## config.mk

```make
export PLATFORM = sky130hd
export DESIGN_NAME = cdb_arbiter
export DESIGN_NICKNAME = d
export VERILOG_FILES = /design/src/rtl/cpu_pkg.sv /design/src/rtl/cdb_req_fifo.sv /design/src/rtl/cdb_arbiter.sv
export SDC_FILE = /design/constraint.sdc
export NUM_CORES = 1
export LEC_CHECK = 0
export CORE_ASPECT_RATIO = 2
export CORE_MARGIN = 5
export CORE_UTILIZATION = 40
export CTS_BUF_LIST = sky130_fd_sc_hd__clkbuf_4 sky130_fd_sc_hd__clkbuf_8
export DETAILED_ROUTE_END_ITERATION = 8
export HOLD_SLACK_MARGIN = 0.02
export SKIP_LAST_GASP = 1
export SLEW_MARGIN = 20
export SYNTH_ARGS = -nofsm -noshare
export SYNTH_HDL_FRONTEND = slang
export SYNTH_SLANG_ARGS = --single-unit
```

## constraint.sdc

```tcl
create_clock -name clk -period 4.5 [get_ports clk]
set_clock_uncertainty 0.05 [all_clocks]
set_input_delay 0.9 -clock clk [delete_from_list [all_inputs] [get_ports clk]]
set_output_delay 0.9 -clock clk [all_outputs]
set_load 0.02 [all_outputs]
```

## src/rtl/cpu_pkg.sv

```systemverilog
// Shared CPU constants: CDB lane layout, default result widths, producer ids.
package cpu_pkg;
  localparam int DEF_TAG_W  = 4;
  localparam int DEF_DATA_W = 32;

  localparam int CDB_LANE_W    = 1 + DEF_TAG_W + DEF_DATA_W;
  localparam int CDB_W         = 2 * CDB_LANE_W;
  localparam int CDB_VALID0    = 36;
  localparam int CDB_TAG0_LSB  = 32;
  localparam int CDB_VALID1    = 73;
  localparam int CDB_TAG1_LSB  = 69;
  localparam int CDB_DATA1_LSB = 37;

  typedef enum int {
    REQ_ALU   = 0,
    REQ_LSB   = 1,
    REQ_BR    = 2,
    REQ_SPARE = 3
  } req_id_e;

  // Single-step modulo for round-robin scans where i < 2*n.
  function automatic int rr_wrap(int i, int n);
    return (i >= n) ? i - n : i;
  endfunction
endpackage

```

## src/rtl/cdb_req_fifo.sv

```systemverilog
// Per-producer result FIFO of {tag, data}; pointers wrap modulo DEPTH.
module cdb_req_fifo #(
  parameter int DEPTH = 2,
  parameter int W     = 36
) (
  input  logic                   clk,
  input  logic                   rst,
  input  logic                   push,
  input  logic                   pop,
  input  logic                   flush,
  input  logic [W-1:0]           wdata,
  output logic [$clog2(DEPTH):0] count,
  output logic [W-1:0]           head
);
  localparam int PTR_W = $clog2(DEPTH);

  logic [W-1:0]     r_mem [DEPTH];
  logic [PTR_W-1:0] r_wp, r_rp;
  logic [PTR_W:0]   r_cnt;

  always_ff @(posedge clk) begin
    if (rst || flush) begin
      r_wp  <= '0;
      r_rp  <= '0;
      r_cnt <= '0;
    end else begin
      if (push) r_wp <= r_wp + 1'b1;
      if (pop)  r_rp <= r_rp + 1'b1;
      case ({push, pop})
        2'b10:   r_cnt <= r_cnt + 1'b1;
        2'b01:   r_cnt <= r_cnt - 1'b1;
        default: r_cnt <= r_cnt;
      endcase
    end
  end

  always_ff @(posedge clk) begin
    if (push) r_mem[r_wp] <= wdata;
  end

  assign count = r_cnt;
  assign head  = r_mem[r_rp];
endmodule

```

## src/rtl/cdb_arbiter.sv

```systemverilog
// Two-lane common data bus arbiter: per-producer FIFOs, round-robin pick of up
// to two heads per cycle, registered 74-bit bus.
module cdb_arbiter
  import cpu_pkg::*;
#(
  parameter int NUM_REQ    = 4,
  parameter int FIFO_DEPTH = 2,
  parameter int TAG_W      = DEF_TAG_W,
  parameter int DATA_W     = DEF_DATA_W
) (
  input  logic                         clk,
  input  logic                         rst,
  input  logic                         rdy,
  input  logic                         flush,
  input  logic [NUM_REQ-1:0]           req_valid,
  input  logic [NUM_REQ*TAG_W-1:0]     req_tag,
  input  logic [NUM_REQ*DATA_W-1:0]    req_data,
  output logic [NUM_REQ-1:0]           req_ready,
  output logic [2*(1+TAG_W+DATA_W)-1:0] cdb
);
  localparam int ENT_W  = TAG_W + DATA_W;
  localparam int LANE_W = ENT_W + 1;
  localparam int CNT_W  = $clog2(FIFO_DEPTH) + 1;
  localparam int IDX_W  = $clog2(NUM_REQ);

  logic [NUM_REQ-1:0][CNT_W-1:0] w_count;
  logic [NUM_REQ-1:0][ENT_W-1:0] w_head;
  logic [NUM_REQ-1:0]            w_nonempty, w_push, w_pop;
  logic                          w_flush, w_adv;
  logic                          w_g0_vld, w_g1_vld;
  logic [IDX_W-1:0]              w_g0_idx, w_g1_idx, w_s, w_rr_nxt;
  logic [IDX_W-1:0]              r_rr;
  logic [LANE_W-1:0]             w_lane0, w_lane1;
  logic [2*LANE_W-1:0]           r_cdb;

  assign w_flush = rdy & flush;
  assign w_adv   = rdy & ~flush;

  for (genvar gi = 0; gi < NUM_REQ; gi++) begin : g_req
    assign w_nonempty[gi] = (w_count[gi] != '0);
    // No full-and-pop bypass: a full FIFO stalls its producer for the cycle.
    assign req_ready[gi]  = (w_count[gi] < CNT_W'(FIFO_DEPTH)) && !rst;
    assign w_push[gi]     = w_adv && req_valid[gi] && req_ready[gi];
    assign w_pop[gi]      = w_adv && ((w_g0_vld && (w_g0_idx == IDX_W'(gi))) ||
                                      (w_g1_vld && (w_g1_idx == IDX_W'(gi))));

    cdb_req_fifo #(
      .DEPTH (FIFO_DEPTH),
      .W     (ENT_W)
    ) u_fifo (
      .clk   (clk),
      .rst   (rst),
      .push  (w_push[gi]),
      .pop   (w_pop[gi]),
      .flush (w_flush),
      .wdata ({req_tag[gi*TAG_W +: TAG_W], req_data[gi*DATA_W +: DATA_W]}),
      .count (w_count[gi]),
      .head  (w_head[gi])
    );
  end

  // Scan from r_rr; first two non-empty FIFOs win lane0 then lane1.
  always_comb begin
    w_g0_vld = 1'b0;
    w_g1_vld = 1'b0;
    w_g0_idx = '0;
    w_g1_idx = '0;
    w_s      = '0;
    for (int k = 0; k < NUM_REQ; k++) begin
      w_s = IDX_W'(rr_wrap(int'(r_rr) + k, NUM_REQ));
      if (w_nonempty[w_s]) begin
        if (!w_g0_vld) begin
          w_g0_vld = 1'b1;
          w_g0_idx = w_s;
        end else if (!w_g1_vld) begin
          w_g1_vld = 1'b1;
          w_g1_idx = w_s;
        end
      end
    end
  end

  assign w_rr_nxt = IDX_W'(rr_wrap(int'(w_g1_vld ? w_g1_idx : w_g0_idx) + 1, NUM_REQ));
  assign w_lane0  = w_g0_vld ? {1'b1, w_head[w_g0_idx]} : '0;
  assign w_lane1  = w_g1_vld ? {1'b1, w_head[w_g1_idx]} : '0;

  always_ff @(posedge clk) begin
    if (rst) begin
      r_cdb <= '0;
      r_rr  <= '0;
    end else if (rdy) begin
      if (flush) begin
        r_cdb <= '0;
        r_rr  <= '0;
      end else begin
        r_cdb <= {w_lane1, w_lane0};
        if (w_g0_vld) r_rr <= w_rr_nxt;
      end
    end
  end

  assign cdb = r_cdb;
endmodule
```

---- After elaboration in Yosys (flattened, before gate mapping) ----
Memory sizes are Yosys's and may differ from the RTL's. A register that Yosys moved wholly into a read port is not among the register bits.
Index checks and enable logic that the tools add are counted.
word-level totals
  output and inout bits ................... 78
  register bits after elaboration ......... 92
  bits in writable memories ............... 288
  bits of input ports ..................... 152
  memories kept ........................... 4
memory list
  name                   depth  bits a word  rd ports  clocked after Yosys merged registers in  write ports  RTL line            text
  g_req[0].u_fifo.r_mem  2      36           1         1                                        1            cdb_req_fifo.sv:17  logic [W-1:0] r_mem [DEPTH];
  g_req[1].u_fifo.r_mem  2      36           1         1                                        1            cdb_req_fifo.sv:17
  g_req[2].u_fifo.r_mem  2      36           1         1                                        1            cdb_req_fifo.sv:17
  g_req[3].u_fifo.r_mem  2      36           1         1                                        1            cdb_req_fifo.sv:17
operators by class
  muxes and demuxes ....................... 68
  reduce and logical (&&, ||, !) cells .... 42
  equal/unequal tests ..................... 14
  magnitude comparators ................... 15
  add/sub/neg operators ................... 25
  bitwise gates (word level) .............. 3
operators with widths
  operator             count
  $bmux 36 s2          2
  $mux 37              2
  $mux 74              1
  $mux 36              2
  $mux 2               23
  $mux 1               30
  $logic_and 1x1->1    24
  $lt 2x3->1 const B   6
  $reduce_bool 2->1    9
  $sub 2x1->2 const B  9
  $eq 2x2->1 const B   8
  $pmux 2 s2           4
  $eq 2x1->1 const B   6
  $ge 3x3->1 const B   4
  $add 1x1->1 const B  8
  $add 2x1->2 const B  4
  $bmux 1 s2           4
  $lt 2x2->1 const B   4
  $add 2x1->3 const B  2
  $add 2x2->3 const B  2
  $logic_or 1x1->1     5
  $logic_not 2->1      2
  $ge 2x3->1 const B   1
  $and 1x1->1          2
  other kinds (3)      3

---- Depth between registers and ports, before layout ----
  depth in word-level cells ............... 19
  mapped depth ............................ 16
  gate-level depth less buffers ........... 12

---- By module ----
A second synthesis with hierarchy kept.
second synthesis, totals
  cells, all modules ...................... 1049
  area total of the unflattened synthesis .. 16254.3 um2
modules (own cells, without submodules)
  module        cells an instance  seq. area each (um2)  area each (um2)  instances
  cdb_req_fifo  132                2262.2                2787.7           4
  cdb_arbiter   521                1521.5                5103.6           1

---- Least setup slack after synthesis ----
OpenSTA, ideal clock, no wires.
  path type ............................... reg-to-reg
  from .................................... reg g_req[0].u_fifo.r_cnt[1]
  to ...................................... reg g_req[3].u_fifo.r_cnt[1]
  arrival time ............................ 3556 ps
  path buffers ............................ 4
  path slack .............................. 825 ps
  data required time ...................... 4380 ps
  period minus slack after synthesis ...... 3675 ps
  cell stages (with the launch flop) ...... 15
  path through ............................ dfxtp_1 -> buf_4 -> or2_1 -> buf_2 -> mux4_2 -> ha_1 -> or4_1 -> o311a_1 -> buf_2 -> nor2_1 -> buf_2 -> o22ai_2 -> ha_1 -> or3_1 -> a21oi_1
on the way
  word-level cells in the longest chain between the ends .. 18
  elaborated cells between the ends (all ways) .. 44
  those cells by class .................... eq/ne: 4; mux: 34; reduce/logical: 6
ends and longest elaborated chain
  element                                          RTL line            text
  start, declared                                  cdb_req_fifo.sv:19  logic [PTR_W:0] r_cnt;
  start signal, assigned                           cdb_req_fifo.sv:30  2'b10: r_cnt <= r_cnt + 1'b1;
  start signal, assigned                           cdb_req_fifo.sv:31  2'b01: r_cnt <= r_cnt - 1'b1;
  start signal, assigned                           cdb_req_fifo.sv:32  default: r_cnt <= r_cnt;
  $reduce_bool 2->1 *                              cdb_arbiter.sv:40   assign w_nonempty[gi] = (w_count[gi] != '0);
  $bmux 1 s2                                       cdb_arbiter.sv:71   if (w_nonempty[w_s]) begin
  $mux 1 (implied by the code)                     cdb_arbiter.sv:71
  $mux 1                                           cdb_arbiter.sv:71
  $mux 2 or $mux 1 (tied branches)                 cdb_arbiter.sv:72   if (!w_g0_vld) begin
  $mux 2 or $mux 1 (tied branches)                 cdb_arbiter.sv:71
  $mux 2                                           cdb_arbiter.sv:75   end else if (!w_g1_vld) begin
  $mux 2                                           cdb_arbiter.sv:72
  (+3 left out)                                    --
  $mux 2                                           cdb_arbiter.sv:71
  $eq 2x2->1                                       cdb_arbiter.sv:45   (w_g1_vld && (w_g1_idx == IDX_W'(gi))));
  $logic_and 1x1->1                                cdb_arbiter.sv:45
  $logic_or 1x1->1 *                               cdb_arbiter.sv:44   assign w_pop[gi] = w_adv && ((w_g0_vld && (w_g0_idx == IDX_W'(gi))) ||
  $logic_and 1x1->1 *                              cdb_arbiter.sv:44
  via g_req[3].u_fifo.pop                          cdb_req_fifo.sv:9   input logic pop,
  $eq 2x1->1 or $eq 2x2->1 (tied branches)         cdb_req_fifo.sv:29  case ({push, pop})
  $pmux 2 s2 or $reduce_bool 2->1 (tied branches)  --
  end signal, assigned                             cdb_req_fifo.sv:30
  end signal, assigned                             cdb_req_fifo.sv:31
  end signal, assigned                             cdb_req_fifo.sv:32
  end, declared                                    cdb_req_fifo.sv:19
Mark *: on every way through the listed nets, which the timed path passes. The rest lies on a longest branch. The select of a mux whose other input is x is not followed.
A chain may end at the register's enable or synchronous reset.

---- Final worst setup path ----
  from .................................... reg g_req[3].u_fifo.r_cnt[0]
  to ...................................... reg g_req[0].u_fifo.r_cnt[1]
on the way
  word-level cells in the longest chain between the ends .. 18
  elaborated cells between the ends (all ways) .. 44
  those cells by class .................... eq/ne: 2; mux: 34; reduce/logical: 8
ends and longest elaborated chain
  element                                          RTL line
  $reduce_bool 2->1 *                              cdb_arbiter.sv:40
  $bmux 1 s2                                       cdb_arbiter.sv:71
  $mux 1 (implied by the code)                     cdb_arbiter.sv:71
  $mux 1                                           cdb_arbiter.sv:71
  $mux 2 or $mux 1 (tied branches)                 cdb_arbiter.sv:72
  $mux 2 or $mux 1 (tied branches)                 cdb_arbiter.sv:71
  $mux 2                                           cdb_arbiter.sv:75
  $mux 2                                           cdb_arbiter.sv:72
  (+3 left out)                                    --
  $mux 2                                           cdb_arbiter.sv:71
  $logic_not 2->1                                  cdb_arbiter.sv:45
  $logic_and 1x1->1                                cdb_arbiter.sv:45
  $logic_or 1x1->1 *                               cdb_arbiter.sv:44
  $logic_and 1x1->1 *                              cdb_arbiter.sv:44
  via g_req[0].u_fifo.pop                          cdb_req_fifo.sv:9
  $eq 2x1->1 or $eq 2x2->1 (tied branches)         cdb_req_fifo.sv:29
  $pmux 2 s2 or $reduce_bool 2->1 (tied branches)  --
Marks and branches as above.

==> flow_summary.json <==
{
  "status": "completed",
  "most_common_cell_after_layout_fill_and_taps_aside": "sky130_fd_sc_hd__edfxtp_1",
  "syn-mean-instance-area_um2": 13.7,
  "leakagePower_nw": 6.83,
  "timing.rr.end": "g_req[0].u_fifo.count[1]",
  "hold_violations": 0,
  "worst_ep_required_time_ps": 4960,
  "clock_sinks": 384,
  "worst_hold_slack_ps": 413,
  "grt_antenna_before_repair": 1,
  "max_cap_viol_count": 0,
  "fraction_of_final_layout_cells_with_drive_strength_greater_than_1_pct": 16.3,
  "critical_path.reg2reg.startpoint": "g_req[3].u_fifo.count[0]",
  "syn-num-nets": 1359,
  "fin_nets": 1614,
  "final_max_slew_viol_count": 0,
  "num_vias": 10900,
  "ir_drop_v": 0.000262,
  "synth_sequential_area_ratio_pct": 64.2,
  "met1_length_um": 16100,
  "synthToLayoutAreaGrowth_pct": 25.3,
  "floorplan.initialDensity_pct": 40.3,
  "reg2regPathDepth": 11,
  "min_period_ps": 3860,
  "critical_path_arrival_ps": 4320,
  "clock_tree_from_tritoncts": "done",
  "die_y_um": 297,
  "clock_tree_buf_depth": 3,
  "avgRoutedWirePerCell_um": 26.7,
  "setup_tns_ps": 0,
  "stdcell_area_um2": 20600,
  "r2r_setup_slack_ps": 640,
  "drcViolationCount": 0,
  "ctsResizeCount": 0,
  "placed_cell_area_um2": 19600,
  "worst_setup_path_startpoint": "g_req[3].u_fifo.count[0]",
  "wirelength_um": 54300,
  "dieWidth_um": 153,
  "fp.dieArea_um2": 45600,
  "fin_total_pwr_mw": 7.05,
  "drt-vias-per-instance": 5.37,
  "first_global_vias": 11700,
  "min_path_type": "reg -> reg",
  "gp_congestion": 0.938,
  "globalRouteOverflowTotal": 0,
  "yosysWarnings": 0,
  "synth-main-ff-cell": "sky130_fd_sc_hd__edfxtp_1",
  "grt_start_max_net_pins": 96,
  "grt_first_pass_wirelength_um": 76200,
  "post_detailed_route_count_of_antenna_violating_nets": 0,
  "postSynth.asyncResetShare_pct": 0,
  "route.top_layer_used": "met4",
  "max_slew_margin_pct": 25.0,
  "worstSetupEndpoint": "g_req[0].u_fifo.count[1]",
  "clk_latency_ps": 600,
  "number_of_buffers_created_by_cts": 53,
  "power_per_cell_area_nw_per_um2": 342,
  "initialDrtViolationCount": 555,
  "drt-pass1-iter-count": 4,
  "layout_common_cells": "sky130_fd_sc_hd__edfxtp_1 (288), sky130_fd_sc_hd__clkdlybuf4s50_1 (229), sky130_fd_sc_hd__nand2_1 (167), sky130_fd_sc_hd__mux2i_1 (125), sky130_fd_sc_hd__dfxtp_1 (93)",
  "boundaryPins": 230,
  "clkSlewWorstSetupHoldPaths_ps": 70,
  "worst-slew-pin-transition_ps": 1120,
  "startpoint_type": "register",
  "postSynthRegisterBits": 384,
  "setup_viol": 0,
  "core.rowCount": 105,
  "timing_worst_setup_path_type": "reg -> reg",
  "grt_setup_unrepaired": "no",
  "numPortBuffers": 229,
  "mappedNetlistArea_um2": 16500,
  "clock_tree.htree_level_count": 2,
  "layout_worst_path_cycle_share_pct": 85.8,
  "clock_tree.root_cell": "sky130_fd_sc_hd__clkbuf_8",
  "global_route.usage.total_pct": 23.0,
  "hold_buffers": 0,
  "max_clock_freq_mhz": 259,
  "syn-instance-count": 1201,
  "synthDistinctLibCells": 64,
  "cp-end-kind": "register",
  "met2RoutedLength_um": 32100,
  "cts.repair_timing.setup_buffer_count": 0,
  "route.met3.wl_um": 2300,
  "synth_edf_count": 288,
  "crit_path_max_fanout": 7,
  "detailed_place_hpwl_um": 40400,
  "core_region_area_um2": 40900
}
## layer usage
metal  up-vias  track usage (%)
met1      5392             19.3
met2       332             47.7
met5         -                0
met3       126             4.06
li1       5066                -
met4         0             13.8
## where the power goes
part	switching, mW	internal, mW	total [mW]
registers	0.0213	3.84	3.86
logic	0.288	0.233	0.521
clock network	1.30	1.37	2.67
total	1.61	5.45	7.05
## sequential cells by signal (all words and copies together) (netlist names), named ones only
register / count
g_req.u_fifo.r_mem: 288
cdb: 74
g_req.u_fifo.count: 8
g_req.u_fifo.r_rp: 4
g_req.u_fifo.r_wp: 4
r_rr: 2
## stage by stage
stage | util (%) | cells | setup slack [ps]
finish | 50.5 | 2031 | 640
global route | 50.5 | 2031 | 554
CTS | 50.5 | 2030 | 646
detailed placement | 48.0 | 1936 | 693
global placement | 48.0 | 1936 | 666
floorplan | - | 1201 | 825
## synth_stat cells (all sizes together), types with 4 or more instances
| cell | n | area, um2 |
|---|---|---|
| nand3b | 5 | 37.5 |
| buf | 42 | 304 |
| o211ai | 23 | 173 |
| clkbuf | 40 | 150 |
| edfxtp | 288 | 8650 |
| xor2 | 4 | 35.0 |
| o22ai | 4 | 37.5 |
| mux2i | 125 | 1250 |
| and2 | 8 | 50.1 |
| or2 | 7 | 43.8 |
| ha | 6 | 75.1 |
| inv | 6 | 22.5 |
| o21ai | 22 | 110 |
| a211oi | 11 | 82.6 |
| dfxtp | 96 | 1920 |
| nor3b | 4 | 30.0 |
| nor3 | 40 | 200 |
| nand2 | 168 | 638 |
| nor2 | 39 | 149 |
| a32oi | 28 | 245 |
| or3 | 7 | 43.8 |
| nand3 | 18 | 90.1 |
| xnor2 | 9 | 78.8 |
| mux2 | 66 | 856 |
| o221ai | 36 | 490 |
| a21oi | 45 | 225 |
| nand2b | 6 | 37.5 |
| nor2b | 9 | 56.3 |
| o31ai | 12 | 104 |
## how the worst min path moves through the flow
stage	cells after the start	slack (ps)	startpoint	end
floorplan	2	400	g_req[3].u_fifo.r_rp	register
global placement	2	400	cdb[37]	cdb[37]
detailed placement	2	400	cdb[45]	cdb[45]
CTS	2	410	cdb[20]	cdb[20]
global route	2	430	cdb[20]	cdb[20]
finish	2	410	cdb[20]	cdb[20]
## logic make-up after synthesis
logic type	count (synthesis)	synth area share, %
and+or+nand+nor	317	8.62
DFF	384	64.2
adders and majority gates	7	0.517
AOI/OAI and AO/OA	198	9.88
muxes	194	13.2
buffers and inverters	88	2.90
xor gates and xnor gates	13	0.691
## worst max-delay path, cell delays in order, from the launching register on
cell	delay, ps
sky130_fd_sc_hd__dfxtp_1	350
sky130_fd_sc_hd__or2_1	360
sky130_fd_sc_hd__mux4_2	540
sky130_fd_sc_hd__ha_1	260
sky130_fd_sc_hd__a21boi_1	150
sky130_fd_sc_hd__mux4_2	570
sky130_fd_sc_hd__o31a_1	300
sky130_fd_sc_hd__nor2_1	250
sky130_fd_sc_hd__or2_2	190
sky130_fd_sc_hd__ha_1	260
sky130_fd_sc_hd__or3_1	350
sky130_fd_sc_hd__a21oi_1	140
## cell type report
type | count | area, um2
diodes | 1 | 2.50
clock buffers | 63 | 817
clock inverters | 31 | 213
fillers | 3507 | 20200
inverters | 6 | 22.5
multi-input cells | 729 | 5500
flip-flops and latches | 384 | 10600
well taps | 535 | 669
repair buffers | 282 | 2830
No activity file was read; power rests on OpenSTA's default activity.
